[src/rtl/gshare_bht.sv]
// Gshare branch direction predictor: a PC-xor-history indexed table of saturating
// counters, a speculative global history register with mispredict restore, and an init sweep.
module gshare_bht #(
   parameter int NUM_ENTRIES = 16,
   parameter int ADDR_WIDTH  = 32,
   parameter int CTR_WIDTH   = 2,
   parameter int HIST_LEN    = 4
) (
   input  logic                      CLK,
   input  logic                      RST,
   output logic                      READY,
   input  logic                      PRED_EN,
   input  logic [ADDR_WIDTH-1:0]     PC_IN_PRED,
   input  logic [ADDR_WIDTH-1:0]     SKIP_OFF_IN,
   input  logic [ADDR_WIDTH-1:0]     TAKE_OFF_IN,
   output logic [ADDR_WIDTH-1:0]     TAKE_OUT,
   output logic                      PRED_TAKEN,
   output logic [HIST_LEN-1:0]       PRED_HIST,
   input  logic                      WE,
   input  logic [ADDR_WIDTH-1:0]     PC_IN_RES,
   input  logic [HIST_LEN-1:0]       RES_HIST,
   input  logic                      TAKE_IN,
   input  logic                      MISPRED,
   output logic [15:0]               MISPRED_CNT,
   output logic                      DBG_STATE,
   output logic [$clog2(NUM_ENTRIES)-1:0] DBG_PTR
);

   localparam int IDX_W = $clog2(NUM_ENTRIES);

   localparam logic [0:0] ST_INIT = 1'b0;
   localparam logic [0:0] ST_RUN  = 1'b1;

   localparam logic [CTR_WIDTH-1:0] CTR_MAX  = {CTR_WIDTH{1'b1}};
   localparam logic [CTR_WIDTH-1:0] CTR_ZERO = '0;
   localparam logic [CTR_WIDTH-1:0] CTR_INIT = CTR_MAX >> 1;
   localparam logic [IDX_W-1:0]     PTR_LAST = IDX_W'(NUM_ENTRIES - 1);

   // Handshake: PRED_EN and WE are single-cycle strobes; each is accepted on the
   // rising edge where it is high and READY is high, and is dropped otherwise.

   logic [0:0]           state;
   logic [IDX_W-1:0]     ptr;
   logic [HIST_LEN-1:0]  ghr;
   logic [15:0]          mispred_cnt;
   logic [CTR_WIDTH-1:0] ctr_tbl [NUM_ENTRIES];

   logic                 ready;
   logic [IDX_W-1:0]     pred_idx;
   logic [CTR_WIDTH-1:0] pred_ctr;
   logic                 pred_taken;
   logic [IDX_W-1:0]     upd_idx;
   logic [CTR_WIDTH-1:0] upd_ctr;
   logic [CTR_WIDTH-1:0] upd_next;
   logic                 upd_fire;
   logic                 restore_fire;
   logic                 shift_fire;
   logic                 unused_pc_bits;

   assign ready        = (state == ST_RUN);
   assign upd_fire     = WE & ready;
   assign restore_fire = WE & MISPRED & ready;
   assign shift_fire   = PRED_EN & ready;

   assign unused_pc_bits = ^{PC_IN_RES[ADDR_WIDTH-1:IDX_W]};

   // Prediction path is purely combinational off the pre-edge table contents.
   assign pred_idx   = PC_IN_PRED[IDX_W-1:0] ^ IDX_W'(ghr);
   assign pred_ctr   = ctr_tbl[pred_idx];
   assign pred_taken = ready & pred_ctr[CTR_WIDTH-1];

   assign upd_idx = PC_IN_RES[IDX_W-1:0] ^ IDX_W'(RES_HIST);
   assign upd_ctr = ctr_tbl[upd_idx];

   always_comb begin
      upd_next = upd_ctr;
      if (TAKE_IN) begin
         if (upd_ctr != CTR_MAX) upd_next = upd_ctr + CTR_WIDTH'(1);
      end else begin
         if (upd_ctr != CTR_ZERO) upd_next = upd_ctr - CTR_WIDTH'(1);
      end
   end

   // Table storage has no reset; the INIT sweep is what makes it defined.
   always_ff @(posedge CLK) begin
      if (state == ST_INIT) begin
         ctr_tbl[ptr] <= CTR_INIT;
      end else if (upd_fire) begin
         ctr_tbl[upd_idx] <= upd_next;
      end
   end

   always_ff @(posedge CLK or posedge RST) begin
      if (RST) begin
         state <= ST_INIT;
         ptr   <= '0;
      end else begin
         case (state)
            ST_INIT: begin
               if (ptr == PTR_LAST) begin
                  state <= ST_RUN;
                  ptr   <= '0;
               end else begin
                  ptr <= ptr + IDX_W'(1);
               end
            end
            default: begin
               state <= ST_RUN;
            end
         endcase
      end
   end

   // A restore wins over the speculative shift issued in the same cycle.
   always_ff @(posedge CLK or posedge RST) begin
      if (RST) begin
         ghr <= '0;
      end else if (restore_fire) begin
         ghr <= {RES_HIST[HIST_LEN-2:0], TAKE_IN};
      end else if (shift_fire) begin
         ghr <= {ghr[HIST_LEN-2:0], pred_taken};
      end
   end

   always_ff @(posedge CLK or posedge RST) begin
      if (RST) begin
         mispred_cnt <= '0;
      end else if (restore_fire && (mispred_cnt != 16'hFFFF)) begin
         mispred_cnt <= mispred_cnt + 16'd1;
      end
   end

   assign READY       = ready;
   assign PRED_TAKEN  = pred_taken;
   assign TAKE_OUT    = PC_IN_PRED + (pred_taken ? TAKE_OFF_IN : SKIP_OFF_IN);
   assign PRED_HIST   = ghr;
   assign MISPRED_CNT = mispred_cnt;
   assign DBG_STATE   = state[0];
   assign DBG_PTR     = ptr;

endmodule

[config.mk]
export PLATFORM = sky130hd
export DESIGN_NAME = gshare_bht
export DESIGN_NICKNAME = d
export VERILOG_FILES = /design/src/rtl/gshare_bht.sv
export SDC_FILE = /design/constraint.sdc
export NUM_CORES = 1
export LEC_CHECK = 0
export BUFFER_PORTS_ARGS = -buffer_cell sky130_fd_sc_hd__buf_2
export CORE_UTILIZATION = 35
export DETAILED_ROUTE_END_ITERATION = 12
export GPL_ROUTABILITY_DRIVEN = 0
export PLACE_DENSITY_LB_ADDON = 0.08
export SLEW_MARGIN = 0
export SYNTH_ARGS = -nofsm -noshare
export SYNTH_HDL_FRONTEND = slang
export SYNTH_SLANG_ARGS = --single-unit
[constraint.sdc]
create_clock -name CLK -period 6.2 [get_ports CLK]
set_input_delay 0.31 -clock CLK [delete_from_list [all_inputs] [get_ports CLK]]
set_output_delay 0.31 -clock CLK [all_outputs]
set_load 0.02 [all_outputs]
# Word level (Yosys, flattened, before mapping)
# Memories as Yosys holds them, arrays and structs flattened.
# Cells that the tools add are included.
# op_classes
muxes	16
n_mul	0
addsub	5
n_reduce_logical	4
n_bitwise	7
div_mod_pow	0
n_lt_le_gt_ge	0
n_eq_ne	3
n_shift	0
# op_table
operator	count
adder 32 bit	1
2-to-1 mux 32 bit	1
adder 16 x 1 -> 16 bit, second input constant	1
2-to-1 mux 4 bit	4
!= test 16 bit, second input constant	1
2-to-1 mux 2 bit	4
XOR 4 bit	2
2-to-1 mux 1 bit	7
AND 1 bit	5
adder 4 x 1 -> 4 bit, second input constant	1
== test 4 bit, second input constant	1
nonzero test 2 bit	2
adder 2 x 1 -> 2 bit, second input constant	1
!= test 2 bit, second input constant	1
OR reduction 2 bit	1
subtractor 2 x 1 -> 2 bit, second input constant	1
logical AND 1 bit	1
# totals
n_memories	1
in_bits	138
latch_bits	0
mem_bits_rw	32
elab_cells	40
output_inout_bits	59
mem_bits_ro	0
register_bits	25
# memory_table
memory	words	width	read_ports	rd_ports_with_merged_regs	wr	line	text
ctr_tbl	16	2	2	0	1	46	logic [CTR_WIDTH-1:0] ctr_tbl [NUM_ENTRIES];

# Logic depth before layout (Yosys ltp)
# depth
depth_word	6
mapped_depth	18
ltp_nobuf	17

# Least setup slack after synthesis
# OpenSTA, ideal clock, no wires.
# synth_timing
path_type	register -> output
start	register ghr[3], in the netlist PRED_HIST[3]
end	output port TAKE_OUT[31]
n_path_buf	1
arrival_time_ns	4.398
path_stages_with_launch	17
required_ns	5.890
setup_slack_ns	1.492
cell_sequence	dfrtp_1 xor2_2 mux4_1 nor2b_1 a211oi_2 a211oi_4 buf_4 mux2_2 ha_1 a21o_1 a21o_1 a221oi_2 a21oi_1 a32oi_2 a21oi_1 o41ai_1 xnor2_1
# synth_between
elab_chain_cells	5
# synth_lines
item	line	text
from (decl)	44	logic [HIST_LEN-1:0] ghr;
from (signal assigned)	119	ghr <= {RES_HIST[HIST_LEN-2:0], TAKE_IN};
from (signal assigned)	121	ghr <= {ghr[HIST_LEN-2:0], pred_taken};
XOR 4 bit	68	assign pred_idx = PC_IN_PRED[IDX_W-1:0] ^ IDX_W'(ghr);
memory read (16 x 2 bit)	n/a	
AND 1 bit	70	assign pred_taken = ready & pred_ctr[CTR_WIDTH-1];
2-to-1 mux 32 bit	135	assign TAKE_OUT = PC_IN_PRED + (pred_taken ? TAKE_OFF_IN : SKIP_OFF_IN);
adder 32 bit	135	
to (decl)	16	output logic [ADDR_WIDTH-1:0] TAKE_OUT,
# Every way passes these cells.

# Final worst setup path
# layout_timing
start	register ghr[3], in the netlist PRED_HIST[3]
end	output port TAKE_OUT[30]
# The elaborated chain is that of the path after synthesis.

==> impl_metrics.sql <==
INSERT INTO impl_metrics (metric_group, metric, value, unit) VALUES
('run_status', 'run_status', 'finished, final reports clean', ''),
('global_route', 'grt_pass1_wl', '20400', 'microns'),
('synth', 'synth_area_per_cell', '10.1', 'sq um'),
('floorplan', 'die-area', '0.0141', 'sq mm'),
('place', 'place_hpwl', '10300', 'microns'),
('routing', 'via_count', '4215', ''),
('cells_and_area', 'areaGrowthSynthToFinish', '27.4', '%'),
('synth', 'synth-edff-count', '32', ''),
('routing', 'wirelength', '12500', 'microns'),
('sta', 'finClkSkew', '5.16', 'ps'),
('cts', 'ctsResizeCount', '0', ''),
('critical_path', 'worstSetupStartpointType', 'flop', ''),
('cts', 'tritoncts_num_sinks', '57', ''),
('cells_and_area', 'final_nets', '818', ''),
('floorplan', 'initial_core_util', '35.9', '%'),
('floorplan', 'num_rows', '42', ''),
('sta', 'max_freq', '0.180', 'GHz'),
('cts', 'cts-buffers-inserted', '9', ''),
('floorplan', 'floorplan_core_area', '0.0132', 'sq mm'),
('floorplan', 'io-pin-count', '197', ''),
('synth', 'syn_inst', '472', ''),
('floorplan', 'fp.dieW', '119', 'microns'),
('critical_path', 'critPathCaptureType', 'output port', ''),
('power_and_ir_drop', 'totalPowerFinal', '2390', 'uW'),
('power_and_ir_drop', 'vdd.ir_drop.worst', '0.187', 'mV'),
('synth', 'synth_nets', '644', ''),
('routing', 'drt-vias-per-instance', '5.10', ''),
('sta', 'setup_violations', '0', ''),
('place', 'port_buffers', '168', ''),
('cts', 'path_clk_slew', '50', 'ps'),
('synth', 'synth-main-ff-cell', 'sky130_fd_sc_hd__edfxtp_1', ''),
('sta', 'tns', '0', 'ps'),
('critical_path', 'worst-endpoint-required', '5890', 'ps'),
('sta', 'post-route-min-period', '5560', 'ps'),
('sta', 'timing.max_slew.rel_slack', '24.6', '%'),
('power_and_ir_drop', 'power.static_leakage', '0.00276', 'uW'),
('routing', 'detailedRoute.firstIterationViolations', '251', ''),
('global_route', 'grt_antenna_before_repair', '0', ''),
('global_route', 'grtUsageTotal', '18.4', '%'),
('sta', 'final-hold-violation-count', '0', ''),
('sta', 'max_slew.worst_pin.slew', '1130', 'ps'),
('cells_and_area', 'layout_cell_share_with_drive_strength_beyond_1', '36.7', '%'),
('cts', 'tritoncts', 'yes', ''),
('sta', 'grt_setup_unrepaired', 'no', ''),
('floorplan', 'dieHeight', '119', 'microns'),
('cts', 'clock_tree.buffer_depth', '2', ''),
('synth', 'synth.lib_cells_used.distinct', '53', ''),
('routing', 'drt_first_pass_iters', '6', ''),
('routing', 'routedWlPerCell', '15.1', 'microns'),
('cts', 'cts_max_level', '3', ''),
('synth', 'postSynthRegisterBits', '57', ''),
('sta', 'layout_worst_path_cycle_share', '89.7', '%'),
('synth', 'share_of_the_yosys_chip_area_belonging_to_registers', '33.4', '%'),
('power_and_ir_drop', 'power.density_cell_area', '395', 'mW/mm^2'),
('critical_path', 'worstPathArrival', '5250', 'ps'),
('global_route', 'grt_remaining_overflow', '0', ''),
('job', 'max_cap_violations', '0', ''),
('synth', 'mappedNetlistArea', '0.00475', 'sq mm'),
('synth', 'synth-async-reset-ratio', '43.9', '%'),
('critical_path', 'timing.setup.critical_path_class', 'flop to output port', ''),
('global_route', 'pin_count_of_the_biggest_net_entering_global_routing', '27', ''),
('cts', 'clk_root_buffer_cell', 'sky130_fd_sc_hd__clkbuf_16', ''),
('worst_hold_path', 'class_of_the_tightest_hold_or_removal_check', 'primary input to async pin', ''),
('cts', 'clock_latency', '320', 'ps'),
('synth', 'yosys_warnings', '0', ''),
('global_route', 'first_global_vias', '4127', ''),
('routing', 'detail-route-antenna-nets', '0', ''),
('sta', 'report.final.slew_viol_count', '0', ''),
('cts', 'cts_hold_repair.buffers', '0', ''),
('critical_path', 'timing.critical_path.fanout_max', '26', ''),
('cells_and_area', 'antenna_cells', '0', ''),
('routing', 'post-route-drc-count', '0', '');
-- final cells by class --
type | instances | area [sq um]
Clock buffer | 11 | 233
Clock inverter | 5 | 23.8
Fill cell | 1315 | 7180
Inverter | 16 | 60.1
Multi-Input combinational cell | 388 | 3050
Sequential cell | 57 | 1590
Tap cell | 176 | 220
Timing Repair Buffer | 174 | 886
-- synthesized netlist by cell type, types with 4 or more instances --
| library cell | instances | area [sq um] |
|---|---|---|
| sky130_fd_sc_hd__inv_1 | 16 | 60.1 |
| sky130_fd_sc_hd__nand2b_1 | 4 | 25.0 |
| sky130_fd_sc_hd__ha_1 | 33 | 413 |
| sky130_fd_sc_hd__nand3_1 | 13 | 65.1 |
| sky130_fd_sc_hd__a21o_1 | 5 | 37.5 |
| sky130_fd_sc_hd__o21a_1 | 7 | 52.6 |
| sky130_fd_sc_hd__nor2b_1 | 8 | 50.1 |
| sky130_fd_sc_hd__nand4_1 | 5 | 31.3 |
| sky130_fd_sc_hd__mux4_2 | 10 | 225 |
| sky130_fd_sc_hd__and3_1 | 4 | 25.0 |
| sky130_fd_sc_hd__mux2i_1 | 12 | 120 |
| sky130_fd_sc_hd__a211oi_1 | 5 | 37.5 |
| sky130_fd_sc_hd__edfxtp_1 | 32 | 961 |
| sky130_fd_sc_hd__dfrtp_1 | 25 | 626 |
| sky130_fd_sc_hd__a21boi_0 | 4 | 30.0 |
| sky130_fd_sc_hd__clkbuf_1 | 6 | 22.5 |
| sky130_fd_sc_hd__nor2_1 | 45 | 169 |
| sky130_fd_sc_hd__xnor2_1 | 33 | 289 |
| sky130_fd_sc_hd__xor2_1 | 15 | 131 |
| sky130_fd_sc_hd__o21ai_0 | 27 | 135 |
| sky130_fd_sc_hd__nor3_1 | 8 | 40.0 |
| sky130_fd_sc_hd__nand2_1 | 44 | 165 |
| sky130_fd_sc_hd__buf_4 | 4 | 30.0 |
| sky130_fd_sc_hd__o21bai_1 | 4 | 30.0 |
| sky130_fd_sc_hd__mux2_2 | 35 | 394 |
| sky130_fd_sc_hd__a21oi_1 | 26 | 130 |
-- where the power goes --
| part | internal [uW] | switching, uW | total (uW) | leakage (uW) |
|---|---|---|---|---|
| Clock | 265 | 162 | 428 | 0.000130 |
| Combinational | 626 | 866 | 1490 | 0.00201 |
| Sequential | 437 | 34.0 | 471 | 0.000615 |
| Total | 1330 | 1060 | 2390 | 0.00276 |
-- sequential cells by signal, indices dropped and copies added (netlist names) --
name / count
PRED_HIST: 4
ctr_tbl: 32
DBG_PTR: 4
DBG_STATE: 1
MISPRED_CNT: 16
-- logic make-up (layout without fill, tap and decap cells) --
kind of cell / count (synthesis) / in the layout / share of synthesized area (%)
mux: 60 / 60 / 17.2
simple gates: 137 / 137 / 13.0
compound gates: 107 / 107 / 15.3
xor+xnor: 50 / 50 / 9.53
buf+inv: 27 / 206 / 2.47
fa+ha+maj: 34 / 34 / 9.11
flops: 57 / 57 / 33.4
-- final timing paths --
kind | startpoint | endpoint | slack [ps] | cells after the start
min in group CLK | RES_HIST[0] | PRED_HIST[1] | 240 | 3
worst max-delay path | PRED_HIST[3] | TAKE_OUT[30] | 640 | 18
worst min register to register | MISPRED_CNT[12] | MISPRED_CNT[12] | 490 | 1
worst max register to register | ctr_tbl[14][0] | ctr_tbl[7][0] | 3590 | 5
max in group asynchronous | RST | MISPRED_CNT[15] | 5400 | 2
worst min-delay path | RST | PRED_HIST[0] | 200 | 2
-- layout by cell type (no fill, tap or decap), types with 3 or more instances in the layout --
cell / instances
sky130_fd_sc_hd__buf_2: 168
sky130_fd_sc_hd__nor2_1: 45
sky130_fd_sc_hd__nand2_1: 44
sky130_fd_sc_hd__mux2_2: 35
sky130_fd_sc_hd__xnor2_1: 33
sky130_fd_sc_hd__ha_1: 33
sky130_fd_sc_hd__edfxtp_1: 32
sky130_fd_sc_hd__o21ai_0: 27
sky130_fd_sc_hd__a21oi_1: 26
sky130_fd_sc_hd__dfrtp_1: 25
sky130_fd_sc_hd__inv_1: 16
sky130_fd_sc_hd__xor2_1: 15
sky130_fd_sc_hd__nand3_1: 13
sky130_fd_sc_hd__mux2i_1: 12
sky130_fd_sc_hd__mux4_2: 10
sky130_fd_sc_hd__clkbuf_16: 9
sky130_fd_sc_hd__nor2b_1: 8
sky130_fd_sc_hd__nor3_1: 8
sky130_fd_sc_hd__o21a_1: 7
sky130_fd_sc_hd__buf_4: 6
sky130_fd_sc_hd__nand4_1: 5
sky130_fd_sc_hd__a21o_1: 5
sky130_fd_sc_hd__a211oi_1: 5
sky130_fd_sc_hd__and3_1: 4
sky130_fd_sc_hd__nand2b_1: 4
sky130_fd_sc_hd__a21boi_0: 4
sky130_fd_sc_hd__o21bai_1: 4
sky130_fd_sc_hd__clkinv_2: 4
sky130_fd_sc_hd__o31a_1: 3
sky130_fd_sc_hd__mux4_1: 3
sky130_fd_sc_hd__a211o_1: 3
sky130_fd_sc_hd__o31ai_1: 3
-- routing by layer --
metal | wire length, microns | GRT usage, % | vias up
li1 | - | - | 2105
met1 | 5640 | 23.4 | 1964
met2 | 6060 | 31.3 | 138
met3 | 719 | 3.72 | 8
met4 | 102 | 5.22 | 0
met5 | 0 | 0 | -
-- critical path, cell delays in order, from the launching register on --
cell	delay (ps)
sky130_fd_sc_hd__dfrtp_1	410
sky130_fd_sc_hd__xor2_2	310
sky130_fd_sc_hd__mux4_1	570
sky130_fd_sc_hd__nor2b_1	150
sky130_fd_sc_hd__a211oi_2	270
sky130_fd_sc_hd__a211oi_4	70
sky130_fd_sc_hd__buf_4	270
sky130_fd_sc_hd__mux2_2	350
sky130_fd_sc_hd__ha_1	330
sky130_fd_sc_hd__nor2b_1	160
sky130_fd_sc_hd__o31a_1	270
sky130_fd_sc_hd__o311ai_1	380
sky130_fd_sc_hd__a21boi_1	120
sky130_fd_sc_hd__buf_4	170
sky130_fd_sc_hd__a21oi_1	250
sky130_fd_sc_hd__o31ai_1	140
sky130_fd_sc_hd__o41ai_1	350
sky130_fd_sc_hd__xnor2_1	160
sky130_fd_sc_hd__buf_2	180
-- through the flow --
stage | hold slack [ps] | util (%) | worst slack [ps] | cell area (sq um) | instances
after floorplan | 337 | - | 1490 | 4750 | 472
after global placement | 476 | 43.7 | 761 | 5790 | 809
after detailed placement | 485 | 43.7 | 681 | 5790 | 809
after CTS | 227 | 45.6 | 313 | 6040 | 825
after global routing | 257 | 45.8 | 244 | 6060 | 827
final | 204 | 45.8 | 640 | 6060 | 827
-- timing repair --
action                                  CTS  global route
endpoints found under the setup margin    0             1
hold endpoints to repair                  0             0
buffers inserted                          0             2
(Power assumes the default switching activity.)
